[config.mk]
export PLATFORM = sky130hd
export DESIGN_NAME = chromosome_eval_sequencer_flat
export DESIGN_NICKNAME = d
export VERILOG_FILES = /design/src/rtl/chromosome_eval_sequencer_if.sv /design/src/rtl/chromosome_eval_sequencer.sv /design/src/flat_wrapper.sv
export SDC_FILE = /design/constraint.sdc
export NUM_CORES = 1
export LEC_CHECK = 0
export CAP_MARGIN = 0
export CORE_MARGIN = 4
export CORE_UTILIZATION = 48
export DETAILED_ROUTE_END_ITERATION = 6
export PLACE_DENSITY = 0.94
export SETUP_SLACK_MARGIN = 0.1
export SYNTH_ARGS = -nofsm -noshare
export SYNTH_HDL_FRONTEND = slang
export SYNTH_SLANG_ARGS = --single-unit
[constraint.sdc]
create_clock -name iClock -period 5.65 [get_ports iClock]
set_input_delay 1.695 -clock iClock [delete_from_list [all_inputs] [get_ports iClock]]
set_output_delay 1.695 -clock iClock [all_outputs]
set_load 0.05 [all_outputs]
[src/rtl/chromosome_eval_sequencer_if.sv]
// -----------------------------------------------------------------------------
// chromosome_eval_sequencer_if
//
// Purpose: bundles the control, configuration and status signals that pass
// between the chromosome evaluation sequencer and its controller.
//
// Signals (names seen from the sequencer):
//   iStart              begin an evaluation (taken in IDLE or HOLD only)
//   iAbort              abandon a running evaluation (CLEAR or RUN only)
//   iLastSequence       index of the final sequence, latched on leaving CLEAR
//   iCyclesPerSequence  cycles per sequence, latched on leaving CLEAR
//   iInputSequence      live stimulus table, entry k applied during sequence k
//   oProcessing         accumulator accumulate enable
//   oKeepResult         accumulator hold enable
//   oClockCycleCounter  cycle index within the current sequence
//   oCurrentSequence    current sequence index
//   oChromosomeInput    stimulus table entry for oCurrentSequence
//   oBusy               high in CLEAR and RUN
//   oDone               one-cycle pulse on entry to HOLD
//   oTotalCycles        RUN-cycle total (zero unless EVAL_TOTAL_CYCLES_EN)
//   oState              FSM state for debug: 0 IDLE, 1 CLEAR, 2 RUN, 3 HOLD
//
// Modports: master = controller / testbench, slave = sequencer.
// -----------------------------------------------------------------------------
interface chromosome_eval_sequencer_if #(
  parameter int SEQ_COUNT_W = 4
);
  logic                                  iStart;
  logic                                  iAbort;
  logic [SEQ_COUNT_W-1:0]                iLastSequence;
  logic [31:0]                           iCyclesPerSequence;
  logic [(2**SEQ_COUNT_W)-1:0][7:0]      iInputSequence;

  logic                                  oProcessing;
  logic                                  oKeepResult;
  logic [31:0]                           oClockCycleCounter;
  logic [SEQ_COUNT_W-1:0]                oCurrentSequence;
  logic [7:0]                            oChromosomeInput;
  logic                                  oBusy;
  logic                                  oDone;
  logic [31:0]                           oTotalCycles;
  logic [1:0]                            oState;

  modport master (
    output iStart, iAbort, iLastSequence, iCyclesPerSequence, iInputSequence,
    input  oProcessing, oKeepResult, oClockCycleCounter, oCurrentSequence,
           oChromosomeInput, oBusy, oDone, oTotalCycles, oState
  );

  modport slave (
    input  iStart, iAbort, iLastSequence, iCyclesPerSequence, iInputSequence,
    output oProcessing, oKeepResult, oClockCycleCounter, oCurrentSequence,
           oChromosomeInput, oBusy, oDone, oTotalCycles, oState
  );
endinterface

[src/rtl/chromosome_eval_sequencer.sv]
// -----------------------------------------------------------------------------
// chromosome_eval_sequencer
//
// Purpose: steps one chromosome evaluation through (lastSeq+1) input
// sequences, holding each for cps clock cycles, and drives the downstream
// error accumulator (processing / keep / counter / sequence index) plus the
// 8-bit stimulus applied to the chromosome.
//
// Ports:
//   iClock  clock, all state on the rising edge
//   iReset  asynchronous active-high reset
//   bus     chromosome_eval_sequencer_if.slave (see interface header)
//
// Optional feature: define EVAL_TOTAL_CYCLES_EN to build the saturating
// RUN-cycle total on oTotalCycles; otherwise oTotalCycles is tied to zero.
//
// Handshake: iStart and iAbort are level-sampled commands, not valid/ready
// pairs. iStart is accepted only in IDLE or HOLD and acceptance is visible as
// oBusy=1 (state CLEAR) after that edge; it is ignored while oBusy is high.
// iAbort is honoured only while oBusy is high and beats a coincident iStart.
// -----------------------------------------------------------------------------
module chromosome_eval_sequencer #(
  parameter int SEQ_COUNT_W = 4,
  parameter int MIN_CYCLES  = 1
) (
  input  logic                            iClock,
  input  logic                            iReset,
  chromosome_eval_sequencer_if.slave      bus
);

  typedef enum logic [1:0] {
    IDLE  = 2'd0,
    CLEAR = 2'd1,
    RUN   = 2'd2,
    HOLD  = 2'd3
  } state_t;

  localparam logic [31:0] MIN_CPS = 32'(MIN_CYCLES);

  state_t                 state;
  logic [SEQ_COUNT_W-1:0] last_seq;
  logic [SEQ_COUNT_W-1:0] seq;
  logic [SEQ_COUNT_W-1:0] seq_inc;
  logic [31:0]            cps;
  logic [31:0]            counter;
  logic                   processing;
  logic                   keep;
  logic                   busy;
  logic                   done;
  logic [7:0]             chrom;

  assign seq_inc = seq + SEQ_COUNT_W'(1);

  always_ff @(posedge iClock or posedge iReset) begin
    if (iReset) begin
      state      <= IDLE;
      last_seq   <= '0;
      seq        <= '0;
      cps        <= MIN_CPS;
      counter    <= '0;
      processing <= 1'b0;
      keep       <= 1'b0;
      busy       <= 1'b0;
      done       <= 1'b0;
      chrom      <= '0;
    end else begin
      done  <= 1'b0;
      // The table is read live; branches that change seq override this with
      // the entry of the new index so stimulus and index move together.
      chrom <= bus.iInputSequence[seq];
      unique case (state)
        IDLE: begin
          processing <= 1'b0;
          keep       <= 1'b0;
          busy       <= 1'b0;
          if (bus.iStart) begin
            state <= CLEAR;
            busy  <= 1'b1;
          end
        end
        CLEAR: begin
          if (bus.iAbort) begin
            state      <= IDLE;
            processing <= 1'b0;
            keep       <= 1'b0;
            busy       <= 1'b0;
            counter    <= '0;
            seq        <= '0;
            chrom      <= bus.iInputSequence[0];
          end else begin
            last_seq   <= bus.iLastSequence;
            cps        <= (bus.iCyclesPerSequence < MIN_CPS) ? MIN_CPS
                                                             : bus.iCyclesPerSequence;
            counter    <= '0;
            seq        <= '0;
            chrom      <= bus.iInputSequence[0];
            processing <= 1'b1;
            state      <= RUN;
          end
        end
        RUN: begin
          if (bus.iAbort) begin
            state      <= IDLE;
            processing <= 1'b0;
            keep       <= 1'b0;
            busy       <= 1'b0;
            counter    <= '0;
            seq        <= '0;
            chrom      <= bus.iInputSequence[0];
          end else if (counter < cps - 32'd1) begin
            // cps is floored at MIN_CYCLES >= 1, so cps-1 cannot wrap.
            counter <= counter + 32'd1;
          end else if (seq < last_seq) begin
            counter <= '0;
            seq     <= seq_inc;
            chrom   <= bus.iInputSequence[seq_inc];
          end else begin
            // Counter and seq stay on their final values through HOLD.
            state      <= HOLD;
            processing <= 1'b0;
            keep       <= 1'b1;
            busy       <= 1'b0;
            done       <= 1'b1;
          end
        end
        HOLD: begin
          if (bus.iStart) begin
            state <= CLEAR;
            keep  <= 1'b0;
            busy  <= 1'b1;
          end
        end
        default: state <= IDLE;
      endcase
    end
  end

`ifdef EVAL_TOTAL_CYCLES_EN
  logic [31:0] total;

  // Counts completed RUN cycles; zero outside an evaluation, frozen in HOLD.
  always_ff @(posedge iClock or posedge iReset) begin
    if (iReset) begin
      total <= '0;
    end else begin
      unique case (state)
        RUN: begin
          if (bus.iAbort)         total <= '0;
          else if (total != '1)   total <= total + 32'd1;
        end
        HOLD: begin
          if (bus.iStart)         total <= '0;
        end
        default:                  total <= '0;
      endcase
    end
  end

  assign bus.oTotalCycles = total;
`else
  assign bus.oTotalCycles = '0;
`endif

  assign bus.oProcessing        = processing;
  assign bus.oKeepResult        = keep;
  assign bus.oClockCycleCounter = counter;
  assign bus.oCurrentSequence   = seq;
  assign bus.oChromosomeInput   = chrom;
  assign bus.oBusy              = busy;
  assign bus.oDone              = done;
  assign bus.oState             = state;

endmodule

[src/flat_wrapper.sv]
// flat-port wrapper written by rule: the top's interface ports become plain ports
module chromosome_eval_sequencer_flat 
#(
  parameter int SEQ_COUNT_W = 4,
  parameter int MIN_CYCLES  = 1
)
  (iClock, iReset, bus_iStart, bus_iAbort, bus_iLastSequence, bus_iCyclesPerSequence, bus_iInputSequence, bus_oProcessing, bus_oKeepResult, bus_oClockCycleCounter, bus_oCurrentSequence, bus_oChromosomeInput, bus_oBusy, bus_oDone, bus_oTotalCycles, bus_oState);
  chromosome_eval_sequencer_if #(.SEQ_COUNT_W(SEQ_COUNT_W)) bus_i ();
  input  logic iClock;
  input  logic iReset;
  input wire logic [$bits(bus_i.iStart)-1:0] bus_iStart;
  input wire logic [$bits(bus_i.iAbort)-1:0] bus_iAbort;
  input wire logic [$bits(bus_i.iLastSequence)-1:0] bus_iLastSequence;
  input wire logic [$bits(bus_i.iCyclesPerSequence)-1:0] bus_iCyclesPerSequence;
  input wire logic [$bits(bus_i.iInputSequence)-1:0] bus_iInputSequence;
  output wire logic [$bits(bus_i.oProcessing)-1:0] bus_oProcessing;
  output wire logic [$bits(bus_i.oKeepResult)-1:0] bus_oKeepResult;
  output wire logic [$bits(bus_i.oClockCycleCounter)-1:0] bus_oClockCycleCounter;
  output wire logic [$bits(bus_i.oCurrentSequence)-1:0] bus_oCurrentSequence;
  output wire logic [$bits(bus_i.oChromosomeInput)-1:0] bus_oChromosomeInput;
  output wire logic [$bits(bus_i.oBusy)-1:0] bus_oBusy;
  output wire logic [$bits(bus_i.oDone)-1:0] bus_oDone;
  output wire logic [$bits(bus_i.oTotalCycles)-1:0] bus_oTotalCycles;
  output wire logic [$bits(bus_i.oState)-1:0] bus_oState;
  assign bus_i.iStart = bus_iStart;
  assign bus_i.iAbort = bus_iAbort;
  assign bus_i.iLastSequence = bus_iLastSequence;
  assign bus_i.iCyclesPerSequence = bus_iCyclesPerSequence;
  assign bus_i.iInputSequence = bus_iInputSequence;
  assign bus_oProcessing = bus_i.oProcessing;
  assign bus_oKeepResult = bus_i.oKeepResult;
  assign bus_oClockCycleCounter = bus_i.oClockCycleCounter;
  assign bus_oCurrentSequence = bus_i.oCurrentSequence;
  assign bus_oChromosomeInput = bus_i.oChromosomeInput;
  assign bus_oBusy = bus_i.oBusy;
  assign bus_oDone = bus_i.oDone;
  assign bus_oTotalCycles = bus_i.oTotalCycles;
  assign bus_oState = bus_i.oState;
  chromosome_eval_sequencer #(.SEQ_COUNT_W(SEQ_COUNT_W), .MIN_CYCLES(MIN_CYCLES)) u_core (.iClock(iClock), .iReset(iReset), .bus(bus_i));
endmodule
==> flow_summary.yaml, run 1 <==
finish:
  diodes: 0
  seq_area_um2: 2160
  finalNetCount: 1182
  drive_gt1_share_pct: 13.5
  multi_input_area_um2: 5240
  fillCellCount: 1185
  fin_area_um2: 10300
  area_delta_synth_final_pct: 31.8
grt:
  grtUsageTotal_pct: 26.6
  grt_max_degree: 46
  grt_pass1_wl_um: 38700
  grt_pass1_vias: 7554
  antenna_found_initial: 0
  grt_overflow_total: 0
clock_tree:
  cts_hold_repair.buffers: 0
  clk_pin_slew_ns: 0.06
  ctsResizeCount: 0
  cts_max_path_buffers: 2
  cts_tree: "done"
  cts_setup_buffers: 0
  clkSinkCount: 86
  cts_buffers: 9
  clk_latency_ns: 0.35
  htree_levels: 3
  cts-root-buf: "clkbuf_16"
hold_path:
  hold_path_class: "reg -> reg"
  hold_depth: 1
setup_path:
  critPathLaunchType: "flip-flop"
  setup.worst_path.end_class: "flip-flop"
  crit_fanout: 12
  cp.arrival_ns: 5.15
  r2r.worst_path.cells: 15
  critical_path_class: "reg -> reg"
  critical_path_required_ns: 5.88
sta:
  min_period_ns: 4.92
  worstMarginPinSlew_ns: 1.23
  rsz0062_at_grt: "false"
  fin_tns_setup_ns: 0
  final_hold_viol_count: 0
  period_share_pct: 87.0
  finClkSkew_ns: 0.00758
  finalSetupViolCount: 0
  slew_violations: 0
  max-slew-margin-rel_pct: 17.3
  max_freq_ghz: 0.203
  setup_ws_ns: 0.735
place:
  port_buffers: 217
  hpwl_um: 19400
  gp_congestion: 0.901
  place_area_um2: 10000
  pre_cts_ws_ns: 0.785
logic_synthesis:
  syn_area_um2: 7790
  synth_edf_count: 0
  synth.avg_cell_area_um2: 10.0
  ys_ff_latch: 86
  syn_inst: 776
  yosysSeqAreaShare_pct: 27.6
  synth_top_cell_by_area: "dfrtp_1"
  synth_ff_type: "dfrtp_1"
  synth.area.top_cells: "dfrtp_1, mux4_2, ha_1, mux2i_1, mux2_2"
  synth-async-reset-ratio_pct: 100
  synth_top_area_share_pct: 27.3
  ys.warnings.count: 0
  synthDistinctLibCells: 62
routing:
  routedWlPerCell_um: 20.6
  drtIter0Drc: 588
  drtPass1Iterations: 5
  viasPerCell: 6.22
  postRouteAntennaNets: 0
  routed_wl_um: 24500
  drc: 0
  dr_total_vias: 7410
power_and_ir_drop:
  max-vdd-ir-drop_mv: 0.189
  pwr_density_cell_nw_per_um2: 295
  cellLeakagePower_uw: 0.00390
floorplanning:
  die-area_um2: 18300
  fp-row-count: 46
  core_um2: 15900
  chipHeight_um: 135
  pin_count: 250
  die_w_um: 135
  initial_core_util_pct: 49.0
run_status:
  status: "completed"
run:
  maxCapViolCount: 0
==> critical path, stage by stage, from the launching register on <==
cell,delay [ns]
dfrtp_1,0.42
or3_4,0.42
nor3b_1,0.46
nand2_1,0.22
nor3_2,0.28
nand3_1,0.20
nor2_1,0.17
xnor2_1,0.15
ha_1,0.28
a21oi_1,0.16
nand2_1,0.07
a221oi_1,0.27
o211ai_1,0.22
o21ai_1,0.93
mux2i_1,0.17
a221o_1,0.38
==> cell type report <==
class | count | share of cell area [%]
multi-input cells | 621 | 51.0
inverters | 27 | 0.999
repair buffers | 227 | 21.9
clock buffers | 12 | 2.40
flip-flops and latches | 86 | 21.0
clock inverters | 2 | 0.0975
well taps | 216 | 2.63
==> flip-flops by register name, summed over array words and instances, names as in the netlist <==
signal / cells
u_core.bus.oClockCycleCounter: 32
u_core.cps: 32
u_core.bus.oChromosomeInput: 8
u_core.bus.oCurrentSequence: 4
u_core.last_seq: 4
u_core.bus.oState: 2
u_core.bus.oBusy: 1
u_core.bus.oDone: 1
u_core.bus.oKeepResult: 1
u_core.bus.oProcessing: 1
==> synthesized netlist by cell type (all sizes together), types with 4 or more instances <==
cell type,instances
dfrtp,85
nand2,60
buf,57
mux4,55
a21oi,47
mux2i,44
ha,42
nor2,35
o21ai,35
mux2,32
xnor2,27
inv,26
nand3,25
nor3,24
nor4,20
clkbuf,16
o221ai,13
a21o,12
nand4,12
o22ai,11
or3,10
a221o,9
nand2b,7
and2,6
and3,6
o311ai,6
xor2,6
a2bb2oi,4
nor2b,4
o32ai,4
==> where the power goes <==
group / switching (µW) / internal [µW] / leakage (µW) / total [µW]
Combinational: 844 / 663 / 0.00266 / 1510
Clock: 230 / 303 / 0.000128 / 533
Sequential: 198 / 795 / 0.00111 / 993
==> placed cells by master, fill, tap and decap left out, drive strengths merged, types with 7 or more instances in the layout <==
cell type,netlist,final
a21o,12,12
o21ai,35,35
nand2,60,60
mux4,55,55
a221o,9,9
o22ai,11,11
conb,1,32
mux2,32,32
buf,57,10
a21oi,47,47
nor2,35,35
clkdlybuf4s50,0,217
o221ai,13,13
nand3,25,25
nor3,24,24
clkbuf,16,12
ha,42,42
inv,26,25
nand4,12,12
dfrtp,85,85
nor4,20,20
or3,10,10
nand2b,7,7
xnor2,27,27
mux2i,44,44
==> per-layer routing <==
| layer | vias up | wire length [µm] | track usage, % |
|---|---|---|---|
| met5 | - | 0 | 0 |
| met4 | 0 | 1190 | 12.6 |
| met3 | 95 | 2160 | 6.84 |
| met2 | 437 | 13000 | 48.9 |
| met1 | 3555 | 8150 | 28.4 |
| li1 | 3323 | - | - |
==> final timing paths <==
kind,startpoint,endpoint,slack (ns)
setup / recovery,u_core.cps[3]$_DFFE_PP0P_,u_core.bus.oChromosomeInput[3]$_DFF_PP0_,0.73
hold / removal,u_core.bus.oProcessing$_DFFE_PP0P_,u_core.bus.oProcessing$_DFFE_PP0P_,0.51
setup reg to reg,u_core.cps[3]$_DFFE_PP0P_,u_core.bus.oChromosomeInput[3]$_DFF_PP0_,0.73
hold reg to reg,u_core.bus.oProcessing$_DFFE_PP0P_,u_core.bus.oProcessing$_DFFE_PP0P_,0.51
max in group asynchronous,iReset,u_core.cps[0]$_DFFE_PP1P_,2.82
min in group asynchronous,iReset,u_core.bus.oClockCycleCounter[27]$_DFFE_PP0P_,1.79
==> per-stage QoR <==
stage                     instances  util (%)  power [µW]  hold slack, ns
after global placement         1177      63.0        2410           0.492
after detailed placement       1177      63.0        2490           0.505
after CTS                      1191      64.7        3040           0.515
after floorplan                 807         -        2020           0.482
final                          1191      64.7        3030           0.508
after global routing           1191      64.7        3220           0.533
==> kinds of logic (layout without fill, tap and decap cells) <==
logic type                 after synthesis  count (layout)  share of synthesized area, %
AOI/OAI and AO/OA                      160             160                          13.6
xor gates and xnor gates                33              33                          3.71
adders and majority gates               42              42                          6.74
buffers and inverters                  100             268                          6.87
DFF                                     86              86                          27.6
muxes                                  131             131                          26.2
other                                    1              32                        0.0481
and+or+nand+nor                        223             223                          15.2
No activity file was read; power rests on OpenSTA's default activity.
==> run 2, diff against run 1 <==
--- a/config.mk
+++ b/config.mk
@@ -6,6 +6,7 @@
 export NUM_CORES = 1
 export LEC_CHECK = 0
 export CAP_MARGIN = 0
+export CORE_ASPECT_RATIO = 1.4
 export CORE_MARGIN = 4
 export CORE_UTILIZATION = 48
 export DETAILED_ROUTE_END_ITERATION = 6
==> flow_summary.yaml, run 2 (synthesis gave the netlist of run 1 again) <==
sta:
  min_period_ns: 4.96
  slew_violations: 0
  rsz0062_at_grt: "false"
  fin_tns_setup_ns: 0
  finClkSkew_ns: 0.0116
  final_hold_viol_count: 0
  max_freq_ghz: 0.202
  worstMarginPinSlew_ns: 1.15
  max-slew-margin-rel_pct: 23.5
  finalSetupViolCount: 0
  period_share_pct: 87.8
setup_path:
  cpMostUsedCell: "nor2_1"
  cp.arrival_ns: 5.19
  setup.worst_path.end_class: "flip-flop"
  critical_path_class: "reg -> reg"
  cp_slowest_stage_delay_ns: 0.83
  crit_path_cell_trace: "or3_4, nor3b_1, nand2_1, nor3_2, nand3_1, nor2_1, xnor2_1, ha_1, nand4_1, nor2_1, a221oi_1, o211ai_1, buf_4, o21ai_1, mux2i_1, a221o_1"
  critPathLaunchType: "flip-flop"
  crit_fanout: 12
  cpMaxStageDelayCell: "o21ai_1"
  critical_path_required_ns: 5.88
routing:
  routed_wl_um: 24800
  drtPass1Iterations: 6
  drtIter0Drc: 542
  dr_total_vias: 7409
  drc: 0
  viasPerCell: 6.32
  postRouteAntennaNets: 0
  routedWlPerCell_um: 21.1
hold_path:
  hold_path_class: "reg -> reg"
clock_tree:
  cts_max_path_buffers: 2
  clk_latency_ns: 0.34
  clk_pin_slew_ns: 0.06
  cts_setup_buffers: 0
  cts_buffers: 9
  cts_hold_repair.buffers: 0
  cts_tree: "done"
  htree_levels: 3
  clkSinkCount: 86
  cts-root-buf: "clkbuf_16"
  ctsResizeCount: 0
run_status:
  status: "completed"
place:
  hpwl_um: 19600
  gp_congestion: 0.906
  place_area_um2: 9980
  port_buffers: 217
grt:
  grt_pass1_vias: 7680
  grt_max_degree: 50
  antenna_found_initial: 0
  grt_overflow_total: 0
  grtUsageTotal_pct: 26.1
  grt_pass1_wl_um: 38200
finish:
  layout_common_cells: "clkdlybuf4s50_1, dfrtp_1, nand2_1, mux4_2, a21oi_1"
  final_common_cell: "clkdlybuf4s50_1"
  area_delta_synth_final_pct: 32.1
  fin_area_um2: 10300
  finalNetCount: 1181
  drive_gt1_share_pct: 13.6
  diodes: 0
  fin_util_pct: 65.4
power_and_ir_drop:
  cellLeakagePower_uw: 0.00392
  clkPwrFrac_pct: 20.0
  p_switching_uw: 1300
  max-vdd-ir-drop_mv: 0.237
  swShare_pct: 41.3
  p_seq_share_pct: 31.8
  internal-power_uw: 1840
  pwr_density_cell_nw_per_um2: 305
  comb_power_share_pct: 48.3
floorplanning:
  die-area_um2: 18400
  fp-row-count: 54
  die_w_um: 116
  core_um2: 15700
  pin_count: 250
  initial_core_util_pct: 49.5
  chipHeight_um: 159
run:
  maxCapViolCount: 0
-- run 2: per-stage QoR --
step | setup slack, ns | hold WS [ns] | total power [µW] | instances
floorplan | 1.67 | 0.482 | 2020 | 807
global placement | 0.841 | 0.492 | 2440 | 1156
detailed placement | 0.748 | 0.500 | 2510 | 1156
CTS | 0.733 | 0.514 | 3150 | 1172
global route | 0.352 | 0.533 | 3320 | 1172
finish | 0.689 | 0.506 | 3140 | 1172
-- run 2: area by class of cell --
type,count,area [µm²]
well taps,196,245
repair buffers,226,2240
fillers,1161,5450
clock buffers,11,233
inverters,27,103
multi-input cells,621,5240
flip-flops and latches,86,2160
clock inverters,5,75.1
-- run 2: power groups by stage --
stage                     Sequential [µW]  Combinational (µW)  Clock, µW
final                                 997                1520        627
after global routing                 1020                1640        658
after CTS                             998                1510        633
after detailed placement             1000                1500          0
after global placement                994                1440          0
after floorplan                      1100                 921          0
-- run 2: routing by layer --
layer  GRT usage [%]  wire length, µm  share of wire, %
met2            48.1            13100                53
met1            27.0             8270                33
met3            5.29             2070               8.4
met4            13.6             1340               5.4
met5               0                0                 0
-- run 2: worst paths after layout --
check	start	end	slack (ns)	cells past startpoint
max	u_core.cps[3]$_DFFE_PP0P_	u_core.bus.oChromosomeInput[3]$_DFF_PP0_	0.69	16
min	u_core.bus.oProcessing$_DFFE_PP0P_	u_core.bus.oProcessing$_DFFE_PP0P_	0.51	1
max reg2reg	u_core.cps[3]$_DFFE_PP0P_	u_core.bus.oChromosomeInput[3]$_DFF_PP0_	0.69	16
min reg2reg	u_core.bus.oProcessing$_DFFE_PP0P_	u_core.bus.oProcessing$_DFFE_PP0P_	0.51	1
max in group asynchronous	iReset	u_core.bus.oClockCycleCounter[21]$_DFFE_PP0P_	2.80	3
min in group asynchronous	iReset	u_core.last_seq[3]$_DFFE_PP0P_	1.84	2
-- run 2: critical path: cells and delay by family (launching register included) --
kind            cells  cell delay, ns
simple gates        8            1.97
fa+ha+maj           1            0.28
compound gates      4            1.62
flops               1            0.42
buf+inv             1            0.21
mux                 1            0.18
xor+xnor            1            0.14
==> run 3, diff against run 2 <==
==> constraint.sdc (replaced) <==
create_clock -name iClock -period 5.65 [get_ports iClock]
set_input_delay 0.8475 -clock iClock [delete_from_list [all_inputs] [get_ports iClock]]
set_output_delay 0.8475 -clock iClock [all_outputs]
set_load 0.05 [all_outputs]
==> flow_summary.yaml, run 3 (synthesis gave the netlist of run 1 again) <==
setup_path:
  cpMaxStageDelayCell: "o21ai_1"
  cp_slowest_stage_delay_ns: 0.86
  cp_num_buf_inv: 1
  cp.arrival_ns: 5.19
  critical_path.startpoint: "u_core.cps[3]$_DFFE_PP0P_"
  setup.worst_path.end_class: "flip-flop"
  crit_fanout: 12
  crit_path_cell_trace: "or3_4, nor3b_1, nand2_1, nor3_2, nand3_1, nor2_1, xnor2_1, ha_1, a21oi_1, nand2_1, a221oi_1, o211ai_1, buf_4, o21ai_1, mux2i_1, a221o_1"
  cpMostUsedCell: "nand2_1"
  critical_path_required_ns: 5.87
  critPathLaunchType: "flip-flop"
  critical_path_class: "reg -> reg"
  worstReg2RegStart: "u_core.cps[3]$_DFFE_PP0P_"
  path_delay_family: "compound AO/OA/AOI/OAI gates"
finish:
  diodes: 0
  multi_input_area_um2: 5240
  final_common_cell: "clkdlybuf4s50_1"
  drive_gt1_share_pct: 13.6
  fillCellCount: 1173
  finalNetCount: 1181
  layout_common_cells: "clkdlybuf4s50_1, dfrtp_1, nand2_1, mux4_2, a21oi_1"
  seq_area_um2: 2160
  area_delta_synth_final_pct: 32.3
grt:
  grt_pass1_vias: 7716
  grt_max_degree: 72
  antenna_found_initial: 0
  grt_overflow_total: 0
  grt_pass1_wl_um: 38600
  grtUsageTotal_pct: 26.4
floorplanning:
  fp-row-count: 54
  die_w_um: 116
  chipHeight_um: 159
  initial_core_util_pct: 49.5
  pin_count: 250
  core_um2: 15700
  die-area_um2: 18400
routing:
  drc: 0
  postRouteAntennaNets: 0
  drtIter0Drc: 622
  routedWlPerCell_um: 21.2
  dr_total_vias: 7372
  routed_wl_um: 24800
  drtPass1Iterations: 5
  viasPerCell: 6.30
run_status:
  status: "completed"
place:
  hpwl_um: 19800
  port_buffers: 217
  gp_congestion: 0.910
clock_tree:
  htree_levels: 3
  cts_hold_repair.buffers: 0
  cts_setup_buffers: 0
  cts_max_path_buffers: 2
  clkSinkCount: 86
  cts-root-buf: "clkbuf_16"
  clk_latency_ns: 0.34
  cts_tree: "done"
  ctsResizeCount: 0
  clk_pin_slew_ns: 0.06
  cts_buffers: 9
run:
  maxCapViolCount: 0
power_and_ir_drop:
  cellLeakagePower_uw: 0.00392
  power.total_uw: 3170
  max-vdd-ir-drop_mv: 0.352
  pwr_density_cell_nw_per_um2: 308
sta:
  max-slew-margin-rel_pct: 22.1
  finClkSkew_ns: 0.0108
  min_period_ns: 4.97
  slew_violations: 0
  fin_tns_setup_ns: 0
  finalSetupViolCount: 0
  rsz0062_at_grt: "false"
  max_freq_ghz: 0.201
  period_share_pct: 88.0
  final_hold_viol_count: 0
  worstMarginPinSlew_ns: 1.17
hold_path:
  hold_path_class: "reg -> reg"
  hp-start: "u_core.bus.oProcessing$_DFFE_PP0P_"
[run 3: cell count changes in the layout (fill, tap and decap cells not counted), sizes merged]
cell      before  now
clkbuf        11   12
clkinv         5    2
clkinvlp       0    1
[run 3: final cells by class]
type	count	area share, %
timing repair buffer	226	21.7
tap	196	2.38
inverter	27	0.996
clock inverter	3	0.656
clock buffer	12	2.49
sequential	86	20.9
multi-input combinational	621	50.8
[run 3: report_power, final]
| part | internal (µW) | switching (µW) | total, µW |
|---|---|---|---|
| combinational | 663 | 858 | 1520 |
| clock | 409 | 240 | 650 |
| sequential | 795 | 209 | 1000 |
| total | 1870 | 1310 | 3170 |
[run 3: worst register-to-register path, cell delays in order (launching register included)]
cell and delay (ns):
dfrtp_1 0.41, or3_4 0.41, nor3b_1 0.45, nand2_1 0.21, nor3_2 0.27, nand3_1 0.21, nor2_1 0.17, xnor2_1 0.13
ha_1 0.28, a21oi_1 0.16, nand2_1 0.07, a221oi_1 0.29, o211ai_1 0.16, buf_4 0.21, o21ai_1 0.87, mux2i_1 0.18
a221o_1 0.39
[run 3: worst paths after layout]
| path | to | slack (ns) | cells past startpoint |
|---|---|---|---|
| setup / recovery | u_core.bus.oChromosomeInput[3]$_DFF_PP0_ | 0.68 | 16 |
| hold / removal | u_core.bus.oProcessing$_DFFE_PP0P_ | 0.50 | 1 |
| setup reg to reg | u_core.bus.oChromosomeInput[3]$_DFF_PP0_ | 0.68 | 16 |
| hold reg to reg | u_core.bus.oProcessing$_DFFE_PP0P_ | 0.50 | 1 |
| max in group asynchronous | u_core.bus.oClockCycleCounter[23]$_DFFE_PP0P_ | 3.69 | 3 |
| min in group asynchronous | u_core.last_seq[0]$_DFFE_PP0P_ | 0.81 | 2 |
[run 3: routing by layer]
layer  up-vias  track usage [%]  wire (µm)
met5         -                0          0
met4         0             13.9       1150
met3        82             5.18       1900
met2       397             49.2      13600
met1      3569             26.9       8140
li1       3324                -          -
[run 3: through the flow]
stage | utilization, % | instance area, µm² | cells | setup WS (ns) | hold slack [ns]
CTS | 65.5 | 10300 | 1171 | 0.703 | 0.509
finish | 65.5 | 10300 | 1171 | 0.675 | 0.505
global route | 65.5 | 10300 | 1171 | 0.300 | 0.544
detailed placement | 63.4 | 9980 | 1156 | 0.740 | 0.496
global placement | 63.4 | 9980 | 1156 | 0.859 | 0.491
floorplan | - | 7910 | 807 | 1.67 | 0.482
